File: config.mk
export PLATFORM = sky130hd
export DESIGN_NAME = turfio_bus_master_flat
export DESIGN_NICKNAME = d
export VERILOG_FILES = /design/src/rtl/turfio_bus_master_if.sv /design/src/rtl/turfio_bus_master.sv /design/src/flat_wrapper.sv
export SDC_FILE = /design/constraint.sdc
export NUM_CORES = 1
export LEC_CHECK = 0
export BUFFER_PORTS_ARGS = -buffer_cell sky130_fd_sc_hd__buf_4
export CAP_MARGIN = 40
export CORE_UTILIZATION = 48
export DETAILED_ROUTE_END_ITERATION = 16
export GPL_ROUTABILITY_DRIVEN = 0
export PLACE_DENSITY = 0.78
export SLEW_MARGIN = 10
export SYNTH_ARGS = -nofsm -noshare
export SYNTH_HDL_FRONTEND = slang
export SYNTH_SLANG_ARGS = --single-unit
File: constraint.sdc
create_clock -name clk_i -period 2.49 [get_ports clk_i]
set_clock_uncertainty 0.15 [all_clocks]
set_input_delay 0.498 -clock clk_i [delete_from_list [all_inputs] [get_ports clk_i]]
set_output_delay 0.498 -clock clk_i [all_outputs]
set_load 0.02 [all_outputs]
File: src/rtl/turfio_bus_master_if.sv
// Request-side and TURF-bus-side signals of the TURFIO register bus initiator.
// The master modport is the initiator; the slave modport is the local requester plus the bus responder.
interface turfio_bus_master_if;
    logic        req_i;
    logic        wr_i;
    logic [7:0]  addr_i;
    logic [31:0] wdata_i;
    logic        busy_o;
    logic        ack_o;
    logic [31:0] rdata_o;
    logic        nCSTURF_o;
    logic        TURF_WnR_o;
    logic [7:0]  dio_o;
    logic        dio_oe_o;
    logic [7:0]  dio_i;

    modport master (
        input  req_i, wr_i, addr_i, wdata_i, dio_i,
        output busy_o, ack_o, rdata_o, nCSTURF_o, TURF_WnR_o, dio_o, dio_oe_o
    );

    modport slave (
        output req_i, wr_i, addr_i, wdata_i, dio_i,
        input  busy_o, ack_o, rdata_o, nCSTURF_o, TURF_WnR_o, dio_o, dio_oe_o
    );
endinterface

File: src/rtl/turfio_bus_master.sv
// TURF byte-wide register bus initiator: one 32-bit read or write per request,
// framed as an address byte followed by four data bytes, LSB first.
module turfio_bus_master #(
    parameter int unsigned TURNAROUND = 1,
    parameter int unsigned GAP        = 1
) (
    input  logic                clk_i,
    input  logic                rst_n_i,
    turfio_bus_master_if.master bus
);

    localparam logic [1:0] TURN_LAST = 2'(TURNAROUND - 1);
    localparam logic [1:0] GAP_LAST  = 2'(GAP - 1);
    localparam logic [1:0] BYTE_LAST = 2'd3;

    typedef enum logic [2:0] {
        ST_IDLE  = 3'd0,
        ST_ADDR  = 3'd1,
        ST_WDATA = 3'd2,
        ST_TURN  = 3'd3,
        ST_RDATA = 3'd4,
        ST_GAP   = 3'd5
    } state_t;

    logic [1:0]  rst_sync_q;
    logic        rst_n_s;
    state_t      state_q;
    logic        wr_q;
    logic [31:0] shift_q;
    logic [1:0]  byte_cnt_q;
    logic [1:0]  wait_cnt_q;
    logic        busy_q;
    logic        ack_q;
    logic        ncs_q;
    logic        wnr_q;
    logic        oe_q;
    logic [7:0]  dio_q;
    logic [31:0] rdata_q;

    // Reset asserts asynchronously and releases two clock edges after rst_n_i rises
    always_ff @(posedge clk_i or negedge rst_n_i) begin
        if (!rst_n_i) begin
            rst_sync_q <= 2'b00;
        end else begin
            rst_sync_q <= {rst_sync_q[0], 1'b1};
        end
    end

    assign rst_n_s = rst_sync_q[1];

    // Transaction sequencer; each bus output is set on the edge that enters the cycle it belongs to
    always_ff @(posedge clk_i or negedge rst_n_s) begin
        if (!rst_n_s) begin
            state_q    <= ST_IDLE;
            wr_q       <= 1'b0;
            shift_q    <= 32'h0000_0000;
            byte_cnt_q <= 2'd0;
            wait_cnt_q <= 2'd0;
            busy_q     <= 1'b0;
            ack_q      <= 1'b0;
            ncs_q      <= 1'b1;
            wnr_q      <= 1'b0;
            oe_q       <= 1'b0;
            dio_q      <= 8'h00;
            rdata_q    <= 32'h0000_0000;
        end else begin
            ack_q <= 1'b0;
            case (state_q)
                ST_IDLE: begin
                    if (bus.req_i) begin
                        state_q <= ST_ADDR;
                        wr_q    <= bus.wr_i;
                        shift_q <= bus.wdata_i;
                        busy_q  <= 1'b1;
                        ncs_q   <= 1'b0;
                        wnr_q   <= bus.wr_i;
                        oe_q    <= 1'b1;
                        dio_q   <= bus.addr_i;
                    end else begin
                        state_q <= ST_IDLE;
                    end
                end
                ST_ADDR: begin
                    byte_cnt_q <= 2'd0;
                    wait_cnt_q <= 2'd0;
                    if (wr_q) begin
                        state_q <= ST_WDATA;
                        dio_q   <= shift_q[7:0];
                        shift_q <= {8'h00, shift_q[31:8]};
                    end else begin
                        // Release the bus before the responder can start driving
                        state_q <= ST_TURN;
                        wnr_q   <= 1'b0;
                        oe_q    <= 1'b0;
                        dio_q   <= 8'h00;
                    end
                end
                ST_WDATA: begin
                    if (byte_cnt_q == BYTE_LAST) begin
                        state_q    <= ST_GAP;
                        ncs_q      <= 1'b1;
                        wnr_q      <= 1'b0;
                        oe_q       <= 1'b0;
                        dio_q      <= 8'h00;
                        ack_q      <= 1'b1;
                        wait_cnt_q <= 2'd0;
                    end else begin
                        byte_cnt_q <= byte_cnt_q + 2'd1;
                        dio_q      <= shift_q[7:0];
                        shift_q    <= {8'h00, shift_q[31:8]};
                    end
                end
                ST_TURN: begin
                    if (wait_cnt_q == TURN_LAST) begin
                        state_q    <= ST_RDATA;
                        byte_cnt_q <= 2'd0;
                    end else begin
                        wait_cnt_q <= wait_cnt_q + 2'd1;
                    end
                end
                ST_RDATA: begin
                    shift_q <= {bus.dio_i, shift_q[31:8]};
                    if (byte_cnt_q == BYTE_LAST) begin
                        state_q    <= ST_GAP;
                        ncs_q      <= 1'b1;
                        ack_q      <= 1'b1;
                        rdata_q    <= {bus.dio_i, shift_q[31:8]};
                        wait_cnt_q <= 2'd0;
                    end else begin
                        byte_cnt_q <= byte_cnt_q + 2'd1;
                    end
                end
                ST_GAP: begin
                    if (wait_cnt_q == GAP_LAST) begin
                        state_q <= ST_IDLE;
                        busy_q  <= 1'b0;
                    end else begin
                        wait_cnt_q <= wait_cnt_q + 2'd1;
                    end
                end
                default: begin
                    state_q <= ST_IDLE;
                    busy_q  <= 1'b0;
                    ncs_q   <= 1'b1;
                    wnr_q   <= 1'b0;
                    oe_q    <= 1'b0;
                    dio_q   <= 8'h00;
                end
            endcase
        end
    end

    assign bus.busy_o     = busy_q;
    assign bus.ack_o      = ack_q;
    assign bus.rdata_o    = rdata_q;
    assign bus.nCSTURF_o  = ncs_q;
    assign bus.TURF_WnR_o = wnr_q;
    assign bus.dio_o      = dio_q;
    assign bus.dio_oe_o   = oe_q;

endmodule

File: src/flat_wrapper.sv
// flat-port wrapper written by rule: the top's interface ports become plain ports
module turfio_bus_master_flat 
#(
    parameter int unsigned TURNAROUND = 1,
    parameter int unsigned GAP        = 1
)
  (clk_i, rst_n_i, bus_req_i, bus_wr_i, bus_addr_i, bus_wdata_i, bus_dio_i, bus_busy_o, bus_ack_o, bus_rdata_o, bus_nCSTURF_o, bus_TURF_WnR_o, bus_dio_o, bus_dio_oe_o);
  turfio_bus_master_if bus_i ();
  input  logic clk_i;
  input  logic rst_n_i;
  input wire logic [$bits(bus_i.req_i)-1:0] bus_req_i;
  input wire logic [$bits(bus_i.wr_i)-1:0] bus_wr_i;
  input wire logic [$bits(bus_i.addr_i)-1:0] bus_addr_i;
  input wire logic [$bits(bus_i.wdata_i)-1:0] bus_wdata_i;
  input wire logic [$bits(bus_i.dio_i)-1:0] bus_dio_i;
  output wire logic [$bits(bus_i.busy_o)-1:0] bus_busy_o;
  output wire logic [$bits(bus_i.ack_o)-1:0] bus_ack_o;
  output wire logic [$bits(bus_i.rdata_o)-1:0] bus_rdata_o;
  output wire logic [$bits(bus_i.nCSTURF_o)-1:0] bus_nCSTURF_o;
  output wire logic [$bits(bus_i.TURF_WnR_o)-1:0] bus_TURF_WnR_o;
  output wire logic [$bits(bus_i.dio_o)-1:0] bus_dio_o;
  output wire logic [$bits(bus_i.dio_oe_o)-1:0] bus_dio_oe_o;
  assign bus_i.req_i = bus_req_i;
  assign bus_i.wr_i = bus_wr_i;
  assign bus_i.addr_i = bus_addr_i;
  assign bus_i.wdata_i = bus_wdata_i;
  assign bus_i.dio_i = bus_dio_i;
  assign bus_busy_o = bus_i.busy_o;
  assign bus_ack_o = bus_i.ack_o;
  assign bus_rdata_o = bus_i.rdata_o;
  assign bus_nCSTURF_o = bus_i.nCSTURF_o;
  assign bus_TURF_WnR_o = bus_i.TURF_WnR_o;
  assign bus_dio_o = bus_i.dio_o;
  assign bus_dio_oe_o = bus_i.dio_oe_o;
  turfio_bus_master #(.TURNAROUND(TURNAROUND), .GAP(GAP)) u_core (.clk_i(clk_i), .rst_n_i(rst_n_i), .bus(bus_i));
endmodule
==> results_dict.tcl, run 1 <==
set metrics [dict create \
    critPathCaptureType "flop" \
    drt-initial-drc-count 131 \
    power_density_nw_per_um2 1270 \
    total_power_mw 6.42 \
    tightestPinTransition_ps 657 \
    numPortBuffers 96 \
    cts.clk_slew.worst_paths_ps 90 \
    r2r_end "u_core.shift_q[18]" \
    hpwlAfterDp_um 5700 \
    synth-seq-cells 87 \
    synth_edf_count 0 \
    finalMaxSlewViolations 0 \
    critPathMostFrequentCell "mux2_2" \
    ir_worst_vdd_v 0.000553 \
    tns_ps 0 \
    die_x_um 93.1 \
    diodes 0 \
    ff2ff_setup_slack_ps 240 \
    vias_per_cell 5.35 \
    synthesis.nets 340 \
    grt_max_degree 50 \
    firstDrtPassIters 7 \
    path_cells "buf_4 > xor2_2 > mux2i_4 > buf_12 > mux2_2 > mux2_2" \
    cpMaxStageDelayCell "dfrtp_1" \
    syn_area_um2 3980 \
    clock_latency_ps 350 \
    wl_per_cell_um 16.3 \
    fin_crit_ps 2250 \
    hold_slack_ps 146 \
    grt.total_usage_pct 19.7 \
    synth_area_leaders "dfrtp_1 54%, mux2_2 18%, mux2_4 7.5%, a222oi_1 2.0%, a22o_1 2.0%" \
    avgSynthCellArea_um2 13.9 \
    finalCritPeriodShare_pct 90.5 \
    yosysUniqueCellTypes 40 \
    coreArea_um2 7890 \
    start_kind "flop" \
    synthDominantCellAreaShare_pct 54.1 \
    synthArstFlopShare_pct 100 \
    rsz0062_at_grt "no" \
    row_count 32 \
    critPathMaxFanout 32 \
    syn2layout_area_growth_pct 27.1 \
    slew_headroom_pct 56.2 \
    synth_top_cell_by_area "dfrtp_1" \
    leakage_nw 2.59 \
    drc 0 \
    grt-ovfl-total 0 \
    cts_buffer_depth 2 \
    critPathMaxStageDelay_ps 430 \
    die-area_um2 8660 \
    numCtsBuffers 9 \
    startpoint "u_core.state_q[1]" \
    cp.arrival_ps 2340 \
    synth_ff_type "dfrtp_1" \
    vias 2637 \
    finalHoldViolations 0 \
    routed_wl_um 8030 \
    post-cts-setup-buffers 0 \
    finalSetupViolations 0 \
    max_freq_ghz 0.444 \
    synth_most_common_cell "dfrtp_1" \
    grt_first_pass_wirelength_um 13000 \
    critPathKind "reg2reg" \
    maxCapViolCount 0 \
    status "finished clean" \
    clock-root-buffer "clkbuf_8" \
    synth-seq-area-share_pct 54.7 \
    synthCells 286 \
    drt.antenna.violating_nets 0 \
    drive_gt1_share_pct 54.7 \
    critPathRequiredTime_ps 2570 \
    cts.sinks 87 \
    hp-class "reg2async" \
    synthTopCellsByCount "86 x dfrtp_1, 64 x mux2_2, 20 x mux2_4" \
    antenna_found_initial 0 \
    finish.net_count 440 \
    worstReg2RegStart "u_core.state_q[1]" \
    crit_end "u_core.shift_q[18]" \
    grt_pass1_vias 2622 \
    tritoncts "built" \
    start_util_pct 50.5 \
    fp.dieH_um 93.1 \
    htreeDepth 3 \
    pin_count 97 \
    yosys_warnings 0 \
    r2r_cells 6 \
]
-- area by class of cell --
| type | instances | area (um2) |
|---|---|---|
| inverters | 14 | 52.6 |
| clock buffers | 11 | 151 |
| multi-input cells | 167 | 1640 |
| clock inverters | 5 | 40.0 |
| flip-flops and latches | 87 | 2180 |
| well taps | 102 | 128 |
| repair buffers | 107 | 863 |
| fillers | 602 | 2830 |
-- state kept, by name (all words and copies together) (netlist names) --
name,cells
u_core.bus.rdata_o,32
u_core.shift_q,32
u_core.bus.dio_o,8
u_core.state_q,3
u_core.byte_cnt_q,2
u_core.rst_sync_q,2
u_core.wait_cnt_q,2
u_core.bus.TURF_WnR_o,1
u_core.bus.ack_o,1
u_core.bus.busy_o,1
u_core.bus.dio_oe_o,1
u_core.bus.nCSTURF_o,1
u_core.wr_q,1
-- critical path, delay by kind of cell, from the launching register on --
family / cells / cell delay (ps)
buffers and inverters: 2 / 450
xor gates and xnor gates: 1 / 230
DFF: 1 / 430
muxes: 3 / 840
-- logic make-up (layout without fill, tap and decap cells) --
| kind of cell | after synthesis | in the layout | synth area share (%) |
|---|---|---|---|
| compound gates | 40 | 40 | 7.73 |
| fa+ha+maj | 2 | 2 | 0.629 |
| xor+xnor | 1 | 1 | 0.409 |
| buf+inv | 32 | 137 | 4.12 |
| flops | 87 | 87 | 54.7 |
| simple gates | 31 | 31 | 4.15 |
| other cells | 1 | 1 | 0.0942 |
| mux | 92 | 92 | 28.1 |
-- metrics by stage --
step | area [um2] | util (%) | setup slack [ps] | instances
2_1_floorplan | 3980 | - | 454 | 286
3_3_place_gp | 4830 | 61.2 | 232 | 475
3_5_place_dp | 4860 | 61.6 | 278 | 476
4_1_cts | 5060 | 64.1 | 252 | 493
5_1_grt | 5060 | 64.1 | 154 | 493
6_report | 5060 | 64.1 | 235 | 493
-- layer usage --
layer	wire [um]	track usage (%)	vias to the layer above
met5	0	0	-
met4	151	8.59	0
met2	3910	31.6	92
li1	-	-	1219
met3	496	4.47	11
met1	3470	25.6	1315
-- cell usage in the layout (no fill, tap or decap), drive strengths merged, types with 3 or more instances in the layout --
cell      instances
inv              16
clkinvlp          3
nor2b             3
o21ai             3
nor2              7
a22o              9
a222oi            8
mux2             89
clkbuf           11
mux2i             3
nand2b            3
and3              3
a21oi             8
buf             106
dfrtp            86
nand2             6
-- report_power, final --
part | switching, mW | leakage [nW] | internal [mW]
logic | 1.39 | 1.38 | 1.81
clock network | 0.514 | 0.0886 | 0.424
registers | 0.361 | 1.13 | 1.92
total | 2.26 | 2.59 | 4.16
-- what timing repair did --
item | 4_1_cts | 5_1_grt
gates resized for setup | 0 | 0
setup endpoints to repair | 0 | 0
endpoints found under the hold margin | 2 | 0
hold buffers | 1 | 0
-- worst min path at each step --
stage,start,end,slack (ps),cells after the start
after global placement,rst_n_i,u_core.rst_sync_q[0],130,1
after floorplan,rst_n_i,u_core.rst_sync_q[0],50,0
after global routing,u_core.rst_sync_q[1],u_core.bus.rdata_o[31],200,0
after detailed placement,rst_n_i,u_core.rst_sync_q[0],130,1
after CTS,u_core.rst_sync_q[1],u_core.bus.rdata_o[14],160,0
final,u_core.rst_sync_q[1],u_core.bus.rdata_o[15],150,0
Note: power is estimated with default switching activity, not from simulation.
==> run 2, diff against run 1 <==
--- a/config.mk
+++ b/config.mk
@@ -11,6 +11,7 @@
 export DETAILED_ROUTE_END_ITERATION = 16
 export GPL_ROUTABILITY_DRIVEN = 0
 export PLACE_DENSITY = 0.78
+export REMOVE_ABC_BUFFERS = 1
 export SLEW_MARGIN = 10
 export SYNTH_ARGS = -nofsm -noshare
 export SYNTH_HDL_FRONTEND = slang
==> results_dict.tcl, run 2 (synthesized netlist as in run 1, its figures left out) <==
set metrics [dict create \
    finalCritPeriodShare_pct 86.6 \
    combPwrFrac_pct 50.0 \
    rsz0062_at_grt "no" \
    drt.antenna.violating_nets 0 \
    syn2layout_area_growth_pct 28.5 \
    critPathCaptureType "flop" \
    numCtsBuffers 9 \
    leakage_nw 2.63 \
    critPathMaxFanout 10 \
    numPortBuffers 96 \
    gr-usage-met2_pct 36.5 \
    drc 0 \
    critPathKind "reg2reg" \
    firstDrtPassIters 4 \
    hold_slack_ps 177 \
    hp-class "reg2async" \
    finalHoldViolations 0 \
    gr-max-usage-layer "met2" \
    clock-root-buffer "clkbuf_8" \
    htreeDepth 3 \
    stdcell_area_um2 5120 \
    tritoncts "built" \
    r2r_cells 5 \
    mostFrequentLayoutCells "104 x buf_4, 85 x dfrtp_1, 64 x mux2_2, 20 x mux2_4, 14 x inv_1" \
    cts_buffer_depth 2 \
    diodes 0 \
    cp.arrival_ps 2300 \
    slew_headroom_pct 46.1 \
    wl_per_cell_um 16.8 \
    grt_pass1_vias 2848 \
    grt_first_pass_wirelength_um 13700 \
    tightestPinTransition_ps 809 \
    row_count 32 \
    routed_wl_um 8320 \
    status "finished clean" \
    cts.clk_slew.worst_paths_ps 80 \
    placedInstanceArea_um2 4890 \
    met1_usage_pct 24.8 \
    critPathRequiredTime_ps 2640 \
    drive_gt1_share_pct 54.6 \
    start_kind "flop" \
    die-area_um2 8660 \
    hpwlAfterDp_um 5900 \
    internal-power_mw 4.37 \
    total_power_mw 6.67 \
    clock_latency_ps 360 \
    fin_crit_ps 2160 \
    pin_count 97 \
    coreArea_um2 7890 \
    p_seq_share_pct 34.0 \
    power_density_nw_per_um2 1300 \
    finish.net_count 443 \
    grt-ovfl-total 0 \
    vias_per_cell 5.28 \
    grtUsageMet3_pct 6.50 \
    clockPowerShare_pct 16.0 \
    final_common_cell "buf_4" \
    max_freq_ghz 0.464 \
    fp.dieH_um 93.1 \
    die_x_um 93.1 \
    maxCapViolCount 0 \
    finalMaxSlewViolations 0 \
    p_sw_share_pct 34.5 \
    ir_worst_vdd_v 0.000751 \
    grt_max_degree 46 \
    grt.total_usage_pct 21.1 \
    start_util_pct 50.5 \
    antenna_found_initial 0 \
    power.net_switching_mw 2.30 \
    cts_resized 0 \
    cts.sinks 87 \
    finalSetupViolations 0 \
    drt-initial-drc-count 134 \
    vias 2619 \
]
run 2: cell count changes in the layout (fill, tap and decap cells not counted):
| cell | previous run | this run |
|---|---|---|
| clkinv_2 | 0 | 1 |
| buf_4 | 102 | 104 |
| clkbuf_1 | 0 | 2 |
| inv_6 | 2 | 1 |
| clkinvlp_4 | 3 | 1 |
| bufinv_16 | 0 | 2 |
| buf_12 | 3 | 4 |
| clkbuf_8 | 11 | 9 |
run 2: final cells by class:
class	count	area, um2
fill	604	2770
sequential	87	2180
multi-input combinational	167	1640
timing repair buffer	110	898
clock buffer	11	131
tap	102	128
clock inverter	5	81.3
inverter	14	52.6
run 2: power groups by stage:
stage / registers (mW) / logic [mW] / clock network, mW
final: 2.27 / 3.33 / 1.07
after CTS: 2.27 / 3.39 / 1.09
after detailed placement: 2.30 / 3.36 / 0
after global routing: 2.34 / 3.62 / 1.16
after global placement: 2.25 / 3.18 / 0
after floorplan: 2.46 / 2.07 / 0
run 2: worst max-delay path, cell delays in order (launching register included):
cell,delay [ps]
dfrtp_1,550
buf_4,220
o21ba_2,160
o2bb2ai_1,650
or2_2,250
a22o_1,120
run 2: metrics by stage:
step           setup TNS [ps]  cells  utilization, %  setup slack, ps
2_1_floorplan          -26760    268               -             -261
3_5_place_dp                0    479            62.0              326
3_3_place_gp                0    478            61.7              211
5_1_grt                     0    496            64.9              184
4_1_cts                     0    496            64.9              299
6_report                    0    496            64.9              333
run 2: metal layers:
layer  vias up  share of wire (%)
met1      1303                 40
met2        72                 52
li1       1234                  -
met5         -                  0
met4         0                1.5
met3        10                6.5
run 2: what timing repair did:
item / in CTS / in global routing
setup buffers: 0 / 0
hold buffers: 1 / 0
hold endpoints to repair: 2 / 0
run 2: path summary, 6_finish.rpt:
| check | slack (ps) | start | to |
|---|---|---|---|
| setup / recovery | 330 | u_core.state_q[2] | u_core.bus.TURF_WnR_o |
| setup reg to reg | 330 | u_core.state_q[2] | u_core.bus.TURF_WnR_o |
| min in group clk_i | 200 | u_core.rst_sync_q[0] | u_core.rst_sync_q[1] |
| hold / removal | 180 | u_core.rst_sync_q[1] | u_core.bus.rdata_o[5] |
| hold reg to reg | 180 | u_core.rst_sync_q[1] | u_core.bus.rdata_o[5] |
| max in group asynchronous | 1400 | u_core.rst_sync_q[1] | u_core.bus.rdata_o[18] |
==> run 3, diff against run 2 <==
--- a/config.mk
+++ b/config.mk
@@ -7,6 +7,7 @@
 export LEC_CHECK = 0
 export BUFFER_PORTS_ARGS = -buffer_cell sky130_fd_sc_hd__buf_4
 export CAP_MARGIN = 40
+export CORE_ASPECT_RATIO = 0.5
 export CORE_UTILIZATION = 48
 export DETAILED_ROUTE_END_ITERATION = 16
 export GPL_ROUTABILITY_DRIVEN = 0
==> results_dict.tcl, run 3 (synthesized netlist as in run 1, its figures left out) <==
set metrics [dict create \
    status "finished clean" \
    hp-class "reg2async" \
    vias_per_cell 5.29 \
    hold_slack_ps 116 \
    wl_per_cell_um 17.4 \
    maxCapViolCount 0 \
    cts_buffer_depth 2 \
    numPortBuffers 96 \
    finalCritPeriodShare_pct 90.8 \
    drt.antenna.violating_nets 0 \
    grt-ovfl-total 0 \
    grt_first_pass_wirelength_um 13600 \
    mostFrequentLayoutCells "105 x buf_4, 85 x dfrtp_1, 64 x mux2_2, 20 x mux2_4, 14 x inv_1" \
    critPathKind "reg2reg" \
    leakage_nw 2.65 \
    grt_max_degree 39 \
    antenna_found_initial 0 \
    drive_gt1_share_pct 54.2 \
    finalHoldViolations 0 \
    die-area_um2 8680 \
    critPathRequiredTime_ps 2560 \
    tightestPinTransition_ps 546 \
    tritoncts "built" \
    grt_pass1_vias 2734 \
    htreeDepth 3 \
    final_common_cell "buf_4" \
    cts.clk_slew.worst_paths_ps 60 \
    hpwlAfterDp_um 6080 \
    worstReg2RegStart "u_core.state_q[1]" \
    vias 2671 \
    finalMaxSlewViolations 0 \
    post-cts-setup-buffers 0 \
    fp.dieH_um 66.4 \
    clock-root-buffer "clkbuf_16" \
    syn2layout_area_growth_pct 29.8 \
    max_freq_ghz 0.442 \
    drc 0 \
    pin_count 97 \
    routed_wl_um 8770 \
    cts_resized 0 \
    fillers 589 \
    finalSetupViolations 0 \
    clock_latency_ps 340 \
    row_count 23 \
    die_x_um 131 \
    critPathCaptureType "flop" \
    critPathMaxFanout 32 \
    power_density_nw_per_um2 1330 \
    finish.net_count 442 \
    start_kind "flop" \
    grt.total_usage_pct 21.5 \
    firstDrtPassIters 8 \
    ctsHoldBuffers 1 \
    diodes 0 \
    ir_worst_vdd_v 0.000713 \
    start_util_pct 49.6 \
    startpoint "u_core.state_q[1]" \
    coreArea_um2 8030 \
    fin_crit_ps 2260 \
    final_core_util_pct 64.4 \
    numCtsBuffers 9 \
    cts.sinks 87 \
    drt-initial-drc-count 244 \
    cp.arrival_ps 2340 \
    rsz0062_at_grt "no" \
    slew_headroom_pct 63.6 \
]
-- run 3: path summary, 6_finish.rpt --
path                                          endpoint  slack (ps)  depth (start not counted)
worst min-delay path            u_core.bus.rdata_o[16]         120                          0
worst max register to register      u_core.shift_q[18]         230                          5
min in group clk_i                u_core.rst_sync_q[1]         200                          0
worst max-delay path                u_core.shift_q[18]         230                          5
worst min register to register  u_core.bus.rdata_o[16]         120                          0
max in group asynchronous       u_core.bus.rdata_o[28]        1470                          1
-- run 3: routing by layer --
metal / global-route usage [%] / share of wire [%]
met1: 25.8 / 42
met2: 37.0 / 53
met4: 8.62 / 1.3
met3: 5.83 / 4.1
met5: 0 / 0
-- run 3: report_power, final --
group          internal [mW]  leakage (nW)  total, mW  switching (mW)
logic                   1.80          1.38       3.26            1.45
clock network          0.787         0.143       1.31           0.520
registers               1.93          1.13       2.31           0.388
total                   4.52          2.65       6.88            2.36
-- run 3: cell type report --
type                            instances  area, um2  share of cell area (%)
Inverter                               14       52.6                    1.02
Multi-Input combinational cell        167       1640                    31.8
Timing Repair Buffer                  109        858                    16.6
Tap cell                              112        140                    2.71
Clock buffer                           16        292                    5.64
Sequential cell                        87       2180                    42.2
-- run 3: stage by stage --
stage                     setup slack (ps)  std cells  cell area, um2  TNS [ps]  power (mW)
final                                  228        505            5170         0        6.88
after CTS                              247        505            5170         0        6.90
after global routing                  85.7        505            5170         0        7.20
after global placement                 341        488            4870         0        5.38
after floorplan                       -261        268            3870    -26760        4.53
after detailed placement               247        488            4870         0        5.56
-- run 3: worst max-delay path, cell delays in order (launching register included) --
cell	delay [ps]
dfrtp_1	650
xor2_2	230
mux2i_4	210
buf_12	270
mux2_2	360
mux2_2	260
